$ cat config.mk
export PLATFORM = sky130hd
export DESIGN_NAME = pyramid_downsampler_flat
export DESIGN_NICKNAME = d
export VERILOG_FILES = /design/src/rtl/pyr_pkg.sv /design/src/rtl/pyramid_downsampler_if.sv /design/src/rtl/pyr_line_store.sv /design/src/rtl/pyramid_downsampler.sv /design/src/flat_wrapper.sv
export SDC_FILE = /design/constraint.sdc
export NUM_CORES = 1
export LEC_CHECK = 0
export CORE_ASPECT_RATIO = 1.5
export CORE_MARGIN = 3
export CORE_UTILIZATION = 55
export CTS_CLUSTER_SIZE = 8
export DETAILED_ROUTE_END_ITERATION = 7
export GPL_TIMING_DRIVEN = 0
export PLACE_DENSITY_LB_ADDON = 0.15
export SYNTH_ARGS = -nofsm -noshare
export SYNTH_HDL_FRONTEND = slang
export SYNTH_SLANG_ARGS = --single-unit
$ cat constraint.sdc
create_clock -name clk -period 4.75 [get_ports clk]
set_input_delay 0.7125 -clock clk [delete_from_list [all_inputs] [get_ports clk]]
set_output_delay 0.7125 -clock clk [all_outputs]
set_load 0.01 [all_outputs]
$ cat src/rtl/pyr_pkg.sv
// Shared constants for the 2:1 pyramid downsampler: default pixel width,
// MODE encodings and the width of the 2x2 block sum.
package pyr_pkg;

    localparam int PIX_W_DEF = 8;

    localparam int MODE_AVG = 0;
    localparam int MODE_DEC = 1;

    // A 2x2 sum of PIX_W-bit pixels needs two extra bits.
    function automatic int sum_width(input int pix_w);
        return pix_w + 2;
    endfunction

    localparam int SUM_W_DEF = PIX_W_DEF + 2;

endpackage

$ cat src/rtl/pyramid_downsampler_if.sv
// Pixel stream bundle for the downsampler: input stream (recv_*) and reduced
// output stream (send_*). The slave modport is the downsampler side.
interface pyramid_downsampler_if
    import pyr_pkg::*;
#(
    parameter int PIX_W = PIX_W_DEF
);
    logic [PIX_W-1:0] recv_msg;
    logic             recv_val;
    logic             recv_rdy;
    logic [PIX_W-1:0] send_msg;
    logic             send_val;
    logic             send_rdy;
    logic             send_last;

    modport master (
        output recv_msg, recv_val, send_rdy,
        input  recv_rdy, send_msg, send_val, send_last
    );

    modport slave (
        input  recv_msg, recv_val, send_rdy,
        output recv_rdy, send_msg, send_val, send_last
    );
endinterface

$ cat src/rtl/pyr_line_store.sv
// One-line buffer of horizontal pair sums: single write port, asynchronous read
// so it maps onto distributed RAM.
module pyr_line_store
    import pyr_pkg::*;
#(
    parameter int DEPTH  = 32,
    parameter int DATA_W = PIX_W_DEF + 1,
    parameter int AW     = 5
) (
    input  logic              clk,
    input  logic              wr_en,
    input  logic [AW-1:0]     wr_addr,
    input  logic [DATA_W-1:0] wr_data,
    input  logic [AW-1:0]     rd_addr,
    output logic [DATA_W-1:0] rd_data
);
    logic [DATA_W-1:0] mem [DEPTH];

    always_ff @(posedge clk) begin
        if (wr_en) begin
            mem[wr_addr] <= wr_data;
        end
    end

    assign rd_data = mem[rd_addr];

endmodule

$ cat src/rtl/pyramid_downsampler.sv
// Streaming 2:1 image-pyramid reducer (2x2 mean or bottom-right decimation).
// Define PYR_DS_ROUND_EN to round the 2x2 mean half up instead of truncating.
module pyramid_downsampler
    import pyr_pkg::*;
#(
    parameter int IMG_W = 64,
    parameter int IMG_H = 64,
    parameter int PIX_W = PIX_W_DEF,
    parameter int MODE  = MODE_AVG
) (
    input  logic clk,
    input  logic reset,
    pyramid_downsampler_if.slave bus
);
    localparam int SUM_W  = sum_width(PIX_W);
    localparam int PAIR_W = PIX_W + 1;
    localparam int CW     = (IMG_W > 2) ? $clog2(IMG_W) : 1;
    localparam int RW     = (IMG_H > 2) ? $clog2(IMG_H) : 1;
    localparam int DEPTH  = IMG_W / 2;
    localparam int AW     = (DEPTH > 1) ? $clog2(DEPTH) : 1;

    localparam logic [CW-1:0] COL_MAX = CW'(IMG_W - 1);
    localparam logic [RW-1:0] ROW_MAX = RW'(IMG_H - 1);

    generate
        if ((IMG_W % 2) != 0 || IMG_W < 2) begin : g_bad_width
            $error("pyramid_downsampler: IMG_W must be even and at least 2");
        end
        if ((IMG_H % 2) != 0 || IMG_H < 2) begin : g_bad_height
            $error("pyramid_downsampler: IMG_H must be even and at least 2");
        end
        if (MODE != MODE_AVG && MODE != MODE_DEC) begin : g_bad_mode
            $error("pyramid_downsampler: MODE must be MODE_AVG or MODE_DEC");
        end
    endgenerate

    logic [CW-1:0]     col_reg, col_next;
    logic [RW-1:0]     row_reg, row_next;
    logic [PAIR_W-1:0] hsum_reg, hsum_next;
    logic              send_val_reg, send_val_next;
    logic [PIX_W-1:0]  send_msg_reg, send_msg_next;
    logic              send_last_reg, send_last_next;

    logic              recv_rdy;
    logic              accept;
    logic              col_odd, row_odd, col_last, row_last;
    logic              block_done;
    logic [PAIR_W-1:0] pair_sum;
    logic [PIX_W-1:0]  blk_msg;
    logic              ls_wr_en;

    // Ready depends only on the output register, never on recv_val.
    assign recv_rdy   = !send_val_reg || bus.send_rdy;
    assign accept     = bus.recv_val && recv_rdy;
    assign col_odd    = col_reg[0];
    assign row_odd    = row_reg[0];
    assign col_last   = (col_reg == COL_MAX);
    assign row_last   = (row_reg == ROW_MAX);
    assign block_done = accept && row_odd && col_odd;
    assign pair_sum   = hsum_reg + {1'b0, bus.recv_msg};

    generate
        if (MODE == MODE_AVG) begin : g_avg
            logic [AW-1:0]     ls_addr;
            logic [PAIR_W-1:0] ls_rd_data;
            logic [SUM_W-1:0]  total;

            assign ls_addr  = AW'(col_reg >> 1);
            assign ls_wr_en = accept && !row_odd && col_odd;
            assign total    = {1'b0, ls_rd_data} + {1'b0, pair_sum};

            pyr_line_store #(
                .DEPTH  (DEPTH),
                .DATA_W (PAIR_W),
                .AW     (AW)
            ) u_line_store (
                .clk     (clk),
                .wr_en   (ls_wr_en),
                .wr_addr (ls_addr),
                .wr_data (pair_sum),
                .rd_addr (ls_addr),
                .rd_data (ls_rd_data)
            );

`ifdef PYR_DS_ROUND_EN
            logic [SUM_W-1:0] total_rnd;
            // Cannot overflow: 4*max + 2 still fits in SUM_W bits.
            assign total_rnd = total + SUM_W'(2);
            assign blk_msg   = total_rnd[SUM_W-1:2];
`else
            assign blk_msg   = total[SUM_W-1:2];
`endif
        end else begin : g_dec
            // Decimation keeps the bottom-right pixel; the line store is unused.
            assign ls_wr_en = 1'b0;
            assign blk_msg  = bus.recv_msg;
        end
    endgenerate

    always_comb begin
        col_next  = col_reg;
        row_next  = row_reg;
        hsum_next = hsum_reg;
        if (accept) begin
            hsum_next = col_odd ? pair_sum : {1'b0, bus.recv_msg};
            if (col_last) begin
                col_next = '0;
                row_next = row_last ? '0 : row_reg + 1'b1;
            end else begin
                col_next = col_reg + 1'b1;
            end
        end
    end

    always_comb begin
        send_val_next  = send_val_reg;
        send_msg_next  = send_msg_reg;
        send_last_next = send_last_reg;
        if (block_done) begin
            send_val_next  = 1'b1;
            send_msg_next  = blk_msg;
            send_last_next = row_last && col_last;
        end else if (bus.send_rdy) begin
            send_val_next  = 1'b0;
        end
    end

    always_ff @(posedge clk) begin
        if (reset) begin
            col_reg       <= '0;
            row_reg       <= '0;
            hsum_reg      <= '0;
            send_val_reg  <= 1'b0;
            send_msg_reg  <= '0;
            send_last_reg <= 1'b0;
        end else begin
            col_reg       <= col_next;
            row_reg       <= row_next;
            hsum_reg      <= hsum_next;
            send_val_reg  <= send_val_next;
            send_msg_reg  <= send_msg_next;
            send_last_reg <= send_last_next;
        end
    end

    assign bus.recv_rdy  = recv_rdy;
    assign bus.send_val  = send_val_reg;
    assign bus.send_msg  = send_msg_reg;
    assign bus.send_last = send_last_reg;

endmodule

$ cat src/flat_wrapper.sv
// flat-port wrapper written by rule: the top's interface ports become plain ports
module pyramid_downsampler_flat import pyr_pkg::*;
#(
    parameter int IMG_W = 64,
    parameter int IMG_H = 64,
    parameter int PIX_W = PIX_W_DEF,
    parameter int MODE  = MODE_AVG
)
  (clk, reset, bus_recv_msg, bus_recv_val, bus_send_rdy, bus_recv_rdy, bus_send_msg, bus_send_val, bus_send_last);
  pyramid_downsampler_if #(.PIX_W(PIX_W)) bus_i ();
  input  logic clk;
  input  logic reset;
  input wire logic [$bits(bus_i.recv_msg)-1:0] bus_recv_msg;
  input wire logic [$bits(bus_i.recv_val)-1:0] bus_recv_val;
  input wire logic [$bits(bus_i.send_rdy)-1:0] bus_send_rdy;
  output wire logic [$bits(bus_i.recv_rdy)-1:0] bus_recv_rdy;
  output wire logic [$bits(bus_i.send_msg)-1:0] bus_send_msg;
  output wire logic [$bits(bus_i.send_val)-1:0] bus_send_val;
  output wire logic [$bits(bus_i.send_last)-1:0] bus_send_last;
  assign bus_i.recv_msg = bus_recv_msg;
  assign bus_i.recv_val = bus_recv_val;
  assign bus_i.send_rdy = bus_send_rdy;
  assign bus_recv_rdy = bus_i.recv_rdy;
  assign bus_send_msg = bus_i.send_msg;
  assign bus_send_val = bus_i.send_val;
  assign bus_send_last = bus_i.send_last;
  pyramid_downsampler #(.IMG_W(IMG_W), .IMG_H(IMG_H), .PIX_W(PIX_W), .MODE(MODE)) u_core (.clk(clk), .reset(reset), .bus(bus_i));
endmodule
==> results.py, run 1 <==
metrics = {
    "timing": {
        "max_freq_ghz": 0.223,
        "rsz0062_at_grt": "no",
        "min_period_over_period": 0.942,
        "setup_ws_ns": 0.274,
        "slew_violations": 0,
        "tightest_slew_ns": 1.16,
        "maxSlewHeadroom": 0.228,
        "setup_violations": 0,
        "finalClockSkew_ns": 0.0232,
        "layout_min_cycle_time_ns": 4.48,
        "tns_ns": 0,
        "hold_viol": 0,
    },
    "status": {
        "status": "finished, final reports clean",
    },
    "drt": {
        "vias": 7072,
        "vias_per_cell": 6.20,
        "drc": 0,
        "drt_wl_total_um": 29900,
        "final_antenna_net_count": 0,
        "first_iter_violations": 666,
        "wl_per_cell_um": 26.2,
        "dr.pass1.iters": 7,
    },
    "place": {
        "dpl.hpwl_um": 20700,
        "gp_congestion": 0.900,
        "place_ws_ns": -1.01,
        "io_buffers": 22,
    },
    "synth": {
        "ys_warn_count": 0,
        "synth_async_sr_flop_share": 0,
        "netlist_area_um2": 13300,
        "netlist_instances": 731,
        "yosys.area.top_type": "edfxtp_1",
        "synth.ff_latch_count": 324,
        "synthDistinctLibCells": 53,
        "synth.top_cells.by_area": "edfxtp_1 (65%), mux4_2 (13%), dfxtp_1 (5.4%)",
        "synth.most_common_cell": "edfxtp_1",
        "synth_top_cell_area_share": 0.651,
        "synth-seq-area-share": 0.705,
        "syn_area_per_cell_um2": 18.2,
        "synth_edf_count": 288,
        "synth_common_cells": "edfxtp_1 (288), mux4_2 (79), nor2_1 (60)",
        "synthFlopType": "edfxtp_1",
        "syn-num-nets": 760,
    },
    "die": {
        "core_area_um2": 23700,
        "initial_utilization": 0.560,
        "fp-row-count": 69,
        "io_pins": 23,
        "die_x_um": 133,
        "die_y_um": 196,
        "die-area_um2": 26100,
    },
    "pwr": {
        "power.density_nw_per_um2": 438,
        "seqPwrFrac": 0.482,
        "p_clk_frac": 0.432,
        "total_power_w": 0.00675,
        "peakVddDrop_mv": 0.338,
        "p_int_w": 0.00529,
        "p_comb_frac": 0.085,
        "p_sw_w": 0.00146,
        "power.leakage_nw": 4.89,
        "power_switching_share": 0.216,
    },
    "cts": {
        "path_clk_slew_ns": 0.06,
        "cts_max_path_buffers": 3,
        "clock-sinks": 324,
        "cts_tree": "done",
        "cts_htree_levels": 2,
        "numCtsBuffers": 46,
        "cts_hold_buf": 0,
        "clock_latency_ns": 0.54,
        "root_buffer": "clkbuf_16",
    },
    "layout": {
        "syn_to_final_growth_pct": 15.8,
        "fin_util": 0.648,
        "largest_reg_flops": 288,
        "drive_gt1_frac": 0.203,
        "insertedDiodeCount": 0,
        "nets": 833,
    },
    "global_route": {
        "grt_remaining_overflow": 0,
        "grt_pass1_vias": 7471,
        "grt_pass1_wl_um": 45400,
        "grt.total_usage": 0.236,
        "antenna_found_initial": 0,
        "grt_max_degree": 35,
    },
    "min_path": {
        "hold_path.class": "flop to flop",
        "hold_end": "u_core.bus.send_msg[0]$_SDFFE_PP0P_",
        "hold_start": "u_core.bus.send_msg[0]$_SDFFE_PP0P_",
        "min_path_cells": 2,
    },
    "setup_path": {
        "rr_endpoint": "u_core.bus.send_msg[6]$_SDFFE_PP0P_",
        "crit_fanout": 10,
        "cp.required_ns": 5.21,
        "regToRegSetupSlack_ns": 0.27,
        "critical_path_class": "flop to flop",
        "end_kind": "flop",
        "start_kind": "flop",
        "rr_worst_depth": 12,
        "arrival_ns": 4.94,
    },
    "flow_run": {
        "maxCapViolCount": 0,
    },
}
-- worst max-delay path, cell delays in order (launching register included) --
cell	delay, ns
dfxtp_1	0.47
clkbuf_1	0.53
clkbuf_1	0.69
mux4_2	0.46
mux2_2	0.30
ha_1	0.34
a21oi_1	0.23
o21bai_1	0.09
a21o_1	0.21
o22ai_1	0.21
a211oi_1	0.16
or4_1	0.51
a41oi_2	0.18
-- power by group through the flow --
stage / logic, W / registers, W / clock network (W)
after floorplan: 0.000326 / 0.00331 / 0
after global placement: 0.000471 / 0.00332 / 0
after detailed placement: 0.000571 / 0.00331 / 0
after CTS: 0.000576 / 0.00325 / 0.00297
after global routing: 0.000621 / 0.00325 / 0.00309
final: 0.000575 / 0.00325 / 0.00292
-- cell families (layout without fill, tap and decap cells) --
family          Yosys count  in the layout  synth area share
mux                     109            109             0.164
buf+inv                  49            139            0.0166
xor+xnor                 18             18            0.0139
fa+ha+maj                17             17            0.0166
compound gates           64             64            0.0322
simple gates            150            150            0.0516
flops                   324            324             0.705
-- per-layer routing --
metal / routed length [µm] / GRT usage
met1: 11200 / 0.298
met2: 15100 / 0.393
met3: 1960 / 0.0434
met4: 1590 / 0.128
met5: 0 / 0
-- how the worst max path moves through the flow --
stage,startpoint,end,cells after the start
floorplan,bus_recv_msg[1],u_core.bus.send_msg[6]$_SDFFE_PP0P_,9
global placement,bus_recv_msg[1],u_core.bus.send_msg[6]$_SDFFE_PP0P_,10
detailed placement,flop,u_core.bus.send_msg[6]$_SDFFE_PP0P_,14
CTS,flop,u_core.bus.send_msg[6]$_SDFFE_PP0P_,14
global route,flop,u_core.bus.send_msg[6]$_SDFFE_PP0P_,13
finish,flop,u_core.bus.send_msg[6]$_SDFFE_PP0P_,12
-- final cells by class --
| type | instances | area [µm²] |
|---|---|---|
| buffer | 34 | 180 |
| clock buffer | 63 | 1240 |
| clock inverter | 2 | 38.8 |
| fill | 1613 | 8350 |
| inverter | 11 | 41.3 |
| multi-input combinational | 358 | 3780 |
| sequential | 324 | 9370 |
| tap | 319 | 399 |
| timing repair buffer | 29 | 350 |
-- repair_timing --
action / 4_1_cts / 5_1_grt
gates resized for setup: 9 / 3
buffers inserted: 0 / 0
gates cloned: 0 / 0
setup endpoints to repair: 8 / 1
-- through the flow --
stage          hold slack, ns  instance area, µm²  std cells
2_1_floorplan           0.458               13300        731
3_3_place_gp            0.442               13900       1072
3_5_place_dp            0.452               14100       1079
4_1_cts                 0.456               15400       1141
5_1_grt                 0.496               15400       1140
6_report                0.455               15400       1140
-- cells in the final DEF, fill, tap and decap left out, types with 5 or more instances in the layout --
master / count
edfxtp_1: 288
mux4_2: 79
nor2_1: 59
clkbuf_16: 47
dfxtp_1: 36
nand2_1: 35
clkbuf_1: 33
a21oi_1: 22
clkdlybuf4s50_1: 22
mux2i_1: 17
ha_1: 16
nor3_1: 13
inv_1: 11
nand3_1: 9
a211oi_1: 9
nand2b_1: 8
mux2_2: 7
o21ai_0: 7
mux4_1: 6
buf_8: 6
xor2_1: 6
xnor2_1: 5
nand3b_1: 5
Power figures use the tool's default switching activity.
==> run 2, diff against run 1 <==
ABC_AREA = 1   (was not set)
SYNTH_HIERARCHICAL = 1   (was not set)
==> run 2 against run 1 <==
  * Global-route usage increased by 3.3 points
  * Setup slack improved by 0.45 ns
  * Critical endpoint is now u_core/bus.send_msg[6]$_SDFFE_PP0P_
  * Sequential cell count is 5 lower
==> results.py, run 2 <==
metrics = {
    "timing": {
        "max_freq_ghz": 0.248,
        "min_period_over_period": 0.848,
        "rsz0062_at_grt": "no",
        "setup_ws_ns": 0.721,
        "finalClockSkew_ns": 0.0167,
        "slew_violations": 0,
        "tightest_slew_ns": 1.44,
        "hold_viol": 0,
        "setup_violations": 0,
        "hold_ws_ns": 0.463,
        "maxSlewHeadroom": 0.0359,
        "layout_min_cycle_time_ns": 4.03,
    },
    "die": {
        "initial_utilization": 0.564,
        "die_y_um": 201,
        "io_pins": 23,
        "die-area_um2": 27300,
        "fp-row-count": 70,
        "core_area_um2": 24700,
        "die_x_um": 136,
    },
    "setup_path": {
        "crit_fanout": 33,
        "critical_path_class": "input port to flop",
        "end_kind": "flop",
        "regToRegSetupSlack_ns": 1.06,
        "rr_worst_depth": 15,
        "regToRegStartpoint": "u_core/hsum_reg[2]$_SDFFE_PP0P_",
        "cp.required_ns": 5.18,
        "start_kind": "input port",
        "rr_endpoint": "u_core/bus.send_msg[6]$_SDFFE_PP0P_",
        "arrival_ns": 4.46,
    },
    "cts": {
        "numCtsBuffers": 45,
        "clock-sinks": 319,
        "cts_htree_levels": 2,
        "path_clk_slew_ns": 0.05,
        "cts_hold_buf": 0,
        "root_buffer": "clkbuf_16",
        "cts_max_path_buffers": 3,
        "clock_latency_ns": 0.53,
        "cts_setup_buffers": 0,
        "cts_tree": "done",
        "ctsResizeCount": 0,
    },
    "global_route": {
        "grt_use_met1": 0.292,
        "grt.total_usage": 0.269,
        "grt_pass1_vias": 10100,
        "grt_pass1_wl_um": 55000,
        "use_met2": 0.511,
        "antenna_found_initial": 0,
        "grt.busiest_layer": "met2",
        "grt_remaining_overflow": 0,
        "grt_max_degree": 36,
        "grt_use_met3": 0.0386,
    },
    "place": {
        "place_ws_ns": 0.147,
        "io_buffers": 21,
        "post_dp_cell_area_um2": 14700,
        "dpl.hpwl_um": 24900,
        "gp_congestion": 1.04,
    },
    "synth": {
        "synth.most_common_cell": "nand2_1",
        "synth-seq-area-share": 0.665,
        "synth_common_cells": "nand2_1 (481), edfxtp_1 (288), nand3_1 (253)",
        "syn-num-nets": 1365,
        "netlist_instances": 1333,
        "syn_area_per_cell_um2": 10.5,
        "synth.ff_latch_count": 319,
        "synthDistinctLibCells": 34,
        "yosys.area.top_type": "edfxtp_1",
        "synth.top_cells.by_area": "edfxtp_1 (62%), nand2_1 (13%), nand3_1 (9.1%)",
        "netlist_area_um2": 13900,
        "synth_async_sr_flop_share": 0,
        "synth_edf_count": 288,
        "synthFlopType": "edfxtp_1",
        "ys_warn_count": 6,
        "synth_top_cell_area_share": 0.621,
    },
    "drt": {
        "wl_per_cell_um": 20.8,
        "final_antenna_net_count": 0,
        "first_iter_violations": 661,
        "dr.pass1.iters": 5,
        "drt_wl_total_um": 36200,
        "vias_per_cell": 5.67,
        "drc": 0,
        "vias": 9895,
    },
    "layout": {
        "syn_to_final_growth_pct": 14.3,
        "nets": 1437,
        "drive_gt1_frac": 0.0844,
        "insertedDiodeCount": 0,
        "stdcell_area_um2": 15900,
        "final_common_cell": "nand2_1",
        "fillCellCount": 1952,
        "mostFrequentLayoutCells": "nand2_1 (481), edfxtp_1 (288), nand3_1 (253), nor2_1 (53), clkbuf_16 (47)",
        "largest_reg_flops": 288,
    },
    "pwr": {
        "power.density_nw_per_um2": 428,
        "power.leakage_nw": 6.09,
        "peakVddDrop_mv": 0.388,
        "total_power_w": 0.00682,
    },
    "status": {
        "status": "finished, final reports clean",
    },
    "min_path": {
        "hold_path.class": "flop to flop",
        "hold_end": "u_core/bus.send_last$_SDFFE_PP0P_",
        "hold_start": "u_core/bus.send_last$_SDFFE_PP0P_",
        "min_path_cells": 2,
    },
    "flow_run": {
        "maxCapViolCount": 0,
    },
}
-- run 2: critical path, cell delays in order --
cell	delay, ns
clkdlybuf4s50_1	0.42
ha_1	0.41
a21oi_1	0.15
nand2_1	0.18
nand2_1	0.13
nand3_1	0.08
nand2_1	0.08
nand2_1	0.82
ha_1	0.76
a21o_1	0.21
a21oi_1	0.17
nand2_1	0.08
nand2_1	0.06
nand3_1	0.08
nand2_1	0.07
inv_1	0.03
-- run 2: per-stage QoR --
stage                     std cells  utilization  setup TNS (ns)
after floorplan                1333            -               0
after global placement         1678        0.589          -16.31
after detailed placement       1682        0.595               0
after CTS                      1746        0.645               0
after global routing           1746        0.645               0
final                          1746        0.645               0
-- run 2: area by class of cell --
cell class / count / area [µm²] / area share
Buffer: 63 / 358 / 0.0225
Clock buffer: 63 / 1240 / 0.0776
Clock inverter: 1 / 8.76 / 0.000550
Inverter: 51 / 196 / 0.0123
Multi-Input combinational cell: 900 / 4160 / 0.261
Sequential cell: 319 / 9270 / 0.582
Tap cell: 324 / 405 / 0.0254
Timing Repair Buffer: 25 / 295 / 0.0185
-- run 2: logic make-up (layout without fill, tap and decap cells) --
| family | count (synthesis) | after routing | share of synthesized area |
|---|---|---|---|
| adder cells (fa/ha/maj) | 20 | 20 | 0.0185 |
| AO/OA/AOI/OAI | 59 | 59 | 0.0227 |
| buffers and inverters | 114 | 203 | 0.0398 |
| AND/OR/NAND/NOR | 814 | 814 | 0.250 |
| flip-flops | 319 | 319 | 0.665 |
| XOR/XNOR | 7 | 7 | 0.00440 |
-- run 2: worst max-delay path by stage --
| stage | from | endpoint | slack (ns) |
|---|---|---|---|
| after global routing | bus_recv_msg[2] | u_core/bus.send_msg[6]$_SDFFE_PP0P_ | 0.55 |
| final | bus_recv_msg[2] | u_core/bus.send_msg[6]$_SDFFE_PP0P_ | 0.72 |
| after CTS | bus_recv_msg[0] | u_core/bus.send_msg[6]$_SDFFE_PP0P_ | 0.70 |
| after floorplan | bus_recv_msg[0] | u_core/bus.send_msg[3]$_SDFFE_PP0P_ | 1.28 |
| after detailed placement | bus_recv_msg[0] | u_core/bus.send_msg[6]$_SDFFE_PP0P_ | 0.15 |
| after global placement | bus_recv_msg[0] | u_core/bus.send_msg[3]$_SDFFE_PP0P_ | -1.06 |
-- run 2: layer usage --
| metal | vias up | part of all wire |
|---|---|---|
| li1 | 4725 | - |
| met5 | - | 0 |
| met1 | 4717 | 0.36 |
| met2 | 355 | 0.54 |
| met3 | 98 | 0.055 |
| met4 | 0 | 0.044 |
-- run 2: power breakdown --
part / internal (W) / switching (W) / leakage (nW) / total [W]
Combinational: 0.000216 / 0.000555 / 2.64 / 0.000771
Sequential: 0.00320 / 0.00000734 / 2.85 / 0.00321
Clock: 0.00177 / 0.00108 / 0.603 / 0.00285
Total: 0.00518 / 0.00164 / 6.09 / 0.00682
==> run 3, diff against run 2 <==
clock period = 4.05 ns   (was 4.75 ns; I/O delays follow)
==> run 3 against run 2 <==
  * Sequential share of layout area barely moved
  * First-iteration DRC count did not move
  * Combinational power rose by 17%
  * Largest power group unchanged
==> results.py, run 3 (synthesis gave the netlist of run 2 again) <==
metrics = {
    "status": {
        "status": "finished, final reports clean",
    },
    "place": {
        "io_buffers": 21,
        "dpl.hpwl_um": 24900,
        "gp_congestion": 1.04,
        "post_dp_cell_area_um2": 14700,
        "placed_cells": 1682,
    },
    "pwr": {
        "peakVddDrop_mv": 0.456,
        "power.density_nw_per_um2": 502,
        "power.leakage_nw": 6.09,
        "p_comb_frac": 0.113,
        "total_power_w": 0.00800,
        "p_sw_w": 0.00192,
        "power_switching_share": 0.240,
        "p_clk_frac": 0.417,
        "p_int_w": 0.00608,
        "seqPwrFrac": 0.470,
    },
    "global_route": {
        "grt_max_degree": 36,
        "grt_remaining_overflow": 0,
        "grt_pass1_vias": 10100,
        "antenna_found_initial": 0,
        "grt_pass1_wl_um": 55000,
        "grt.total_usage": 0.269,
    },
    "setup_path": {
        "arrival_ns": 3.96,
        "end_kind": "flop",
        "cp.required_ns": 4.48,
        "start_kind": "flop",
        "crit_fanout": 10,
        "critical_path_class": "flop to flop",
    },
    "layout": {
        "nets": 1437,
        "fin_util": 0.645,
        "drive_gt1_frac": 0.0851,
        "mostFrequentLayoutCells": "nand2_1 (480), edfxtp_1 (288), nand3_1 (253), nor2_1 (53), clkbuf_16 (47)",
        "insertedDiodeCount": 0,
        "largest_reg_flops": 288,
        "final_cells": 1746,
        "stdcell_area_um2": 15900,
        "syn_to_final_growth_pct": 14.3,
        "final_common_cell": "nand2_1",
    },
    "timing": {
        "tns_ns": 0,
        "min_period_over_period": 0.871,
        "hold_viol": 0,
        "slew_violations": 0,
        "setup_violations": 0,
        "max_freq_ghz": 0.284,
        "layout_min_cycle_time_ns": 3.53,
        "maxSlewHeadroom": 0.0536,
        "finalClockSkew_ns": 0.0162,
        "rsz0062_at_grt": "no",
        "tightest_slew_ns": 1.42,
    },
    "cts": {
        "root_buffer": "clkbuf_16",
        "cts_tree": "done",
        "cts_setup_buffers": 0,
        "cts_htree_levels": 2,
        "ctsResizeCount": 0,
        "cts_max_path_buffers": 3,
        "path_clk_slew_ns": 0.05,
        "cts_hold_buf": 0,
        "numCtsBuffers": 45,
        "clock-sinks": 319,
        "clock_latency_ns": 0.53,
    },
    "drt": {
        "final_antenna_net_count": 0,
        "wl_per_cell_um": 20.8,
        "dr.pass1.iters": 5,
        "first_iter_violations": 661,
        "wl_met1_um": 12900,
        "top_layer_used": "met4",
        "dr_wl_met3_um": 1990,
        "drc": 0,
        "drt_wl_total_um": 36200,
        "vias_per_cell": 5.67,
        "met2WireLength_um": 19800,
        "vias": 9893,
    },
    "die": {
        "io_pins": 23,
        "die-area_um2": 27300,
        "core_area_um2": 24700,
        "initial_utilization": 0.564,
        "die_x_um": 136,
        "fp-row-count": 70,
        "die_y_um": 201,
    },
    "min_path": {
        "hold_path.class": "input port to flop",
    },
    "flow_run": {
        "maxCapViolCount": 0,
    },
}
==> run 3: worst paths after layout <==
| check | startpoint | end | slack [ns] | depth (start not counted) |
|---|---|---|---|---|
| min | reset | u_core/bus.send_last$_SDFFE_PP0P_ | 0.36 | 2 |
| max | u_core/col_reg[2]$_SDFFE_PP0P_ | u_core/bus.send_msg[3]$_SDFFE_PP0P_ | 0.52 | 17 |
| min reg2reg | u_core/bus.send_last$_SDFFE_PP0P_ | u_core/bus.send_last$_SDFFE_PP0P_ | 0.46 | 2 |
| max reg2reg | u_core/col_reg[2]$_SDFFE_PP0P_ | u_core/bus.send_msg[3]$_SDFFE_PP0P_ | 0.52 | 17 |
==> run 3: area by class of cell <==
type                            instances  area, µm²
Sequential cell                       319       9270
Fill cell                            1951       8760
Tap cell                              324        405
Timing Repair Buffer                   25        295
Clock inverter                          1       8.76
Clock buffer                           63       1240
Buffer                                 63        358
Multi-Input combinational cell        900       4170
Inverter                               51        196
==> run 3: power groups by stage <==
stage | clock, W | sequential (W) | combinational (W)
after detailed placement | 0 | 0.00382 | 0.000893
after CTS | 0.00339 | 0.00376 | 0.000898
after global placement | 0 | 0.00383 | 0.000810
final | 0.00334 | 0.00376 | 0.000905
after floorplan | 0 | 0.00382 | 0.000522
after global routing | 0.00354 | 0.00376 | 0.000987
==> run 3: stage by stage <==
stage | hold slack (ns) | setup WS (ns)
global placement | 0.454 | -1.66
detailed placement | 0.458 | -0.448
global route | 0.374 | 0.357
floorplan | 0.453 | 0.685
finish | 0.360 | 0.523
CTS | 0.353 | 0.109
==> run 3: metal layers <==
metal	global-route usage	vias to the layer above
li1	-	4725
met1	0.292	4716
met2	0.511	354
met3	0.0386	98
met4	0.116	0
met5	0	-
==> run 3: critical path: stages (launching register included) <==
cell and delay (ns):
dfxtp_1 0.46, buf_2 0.39, buf_1 0.61, nand3_1 0.19, nand3_1 0.14, nand2_1 0.11, nand2_1 0.08, nand2_1 0.13
nand2_1 0.13, nand2_1 0.11, ha_1 0.38, a21o_1 0.20, a21oi_1 0.16, nand2_1 0.10, nand2_1 0.07, nand3_1 0.07
nand2_1 0.06, inv_1 0.03
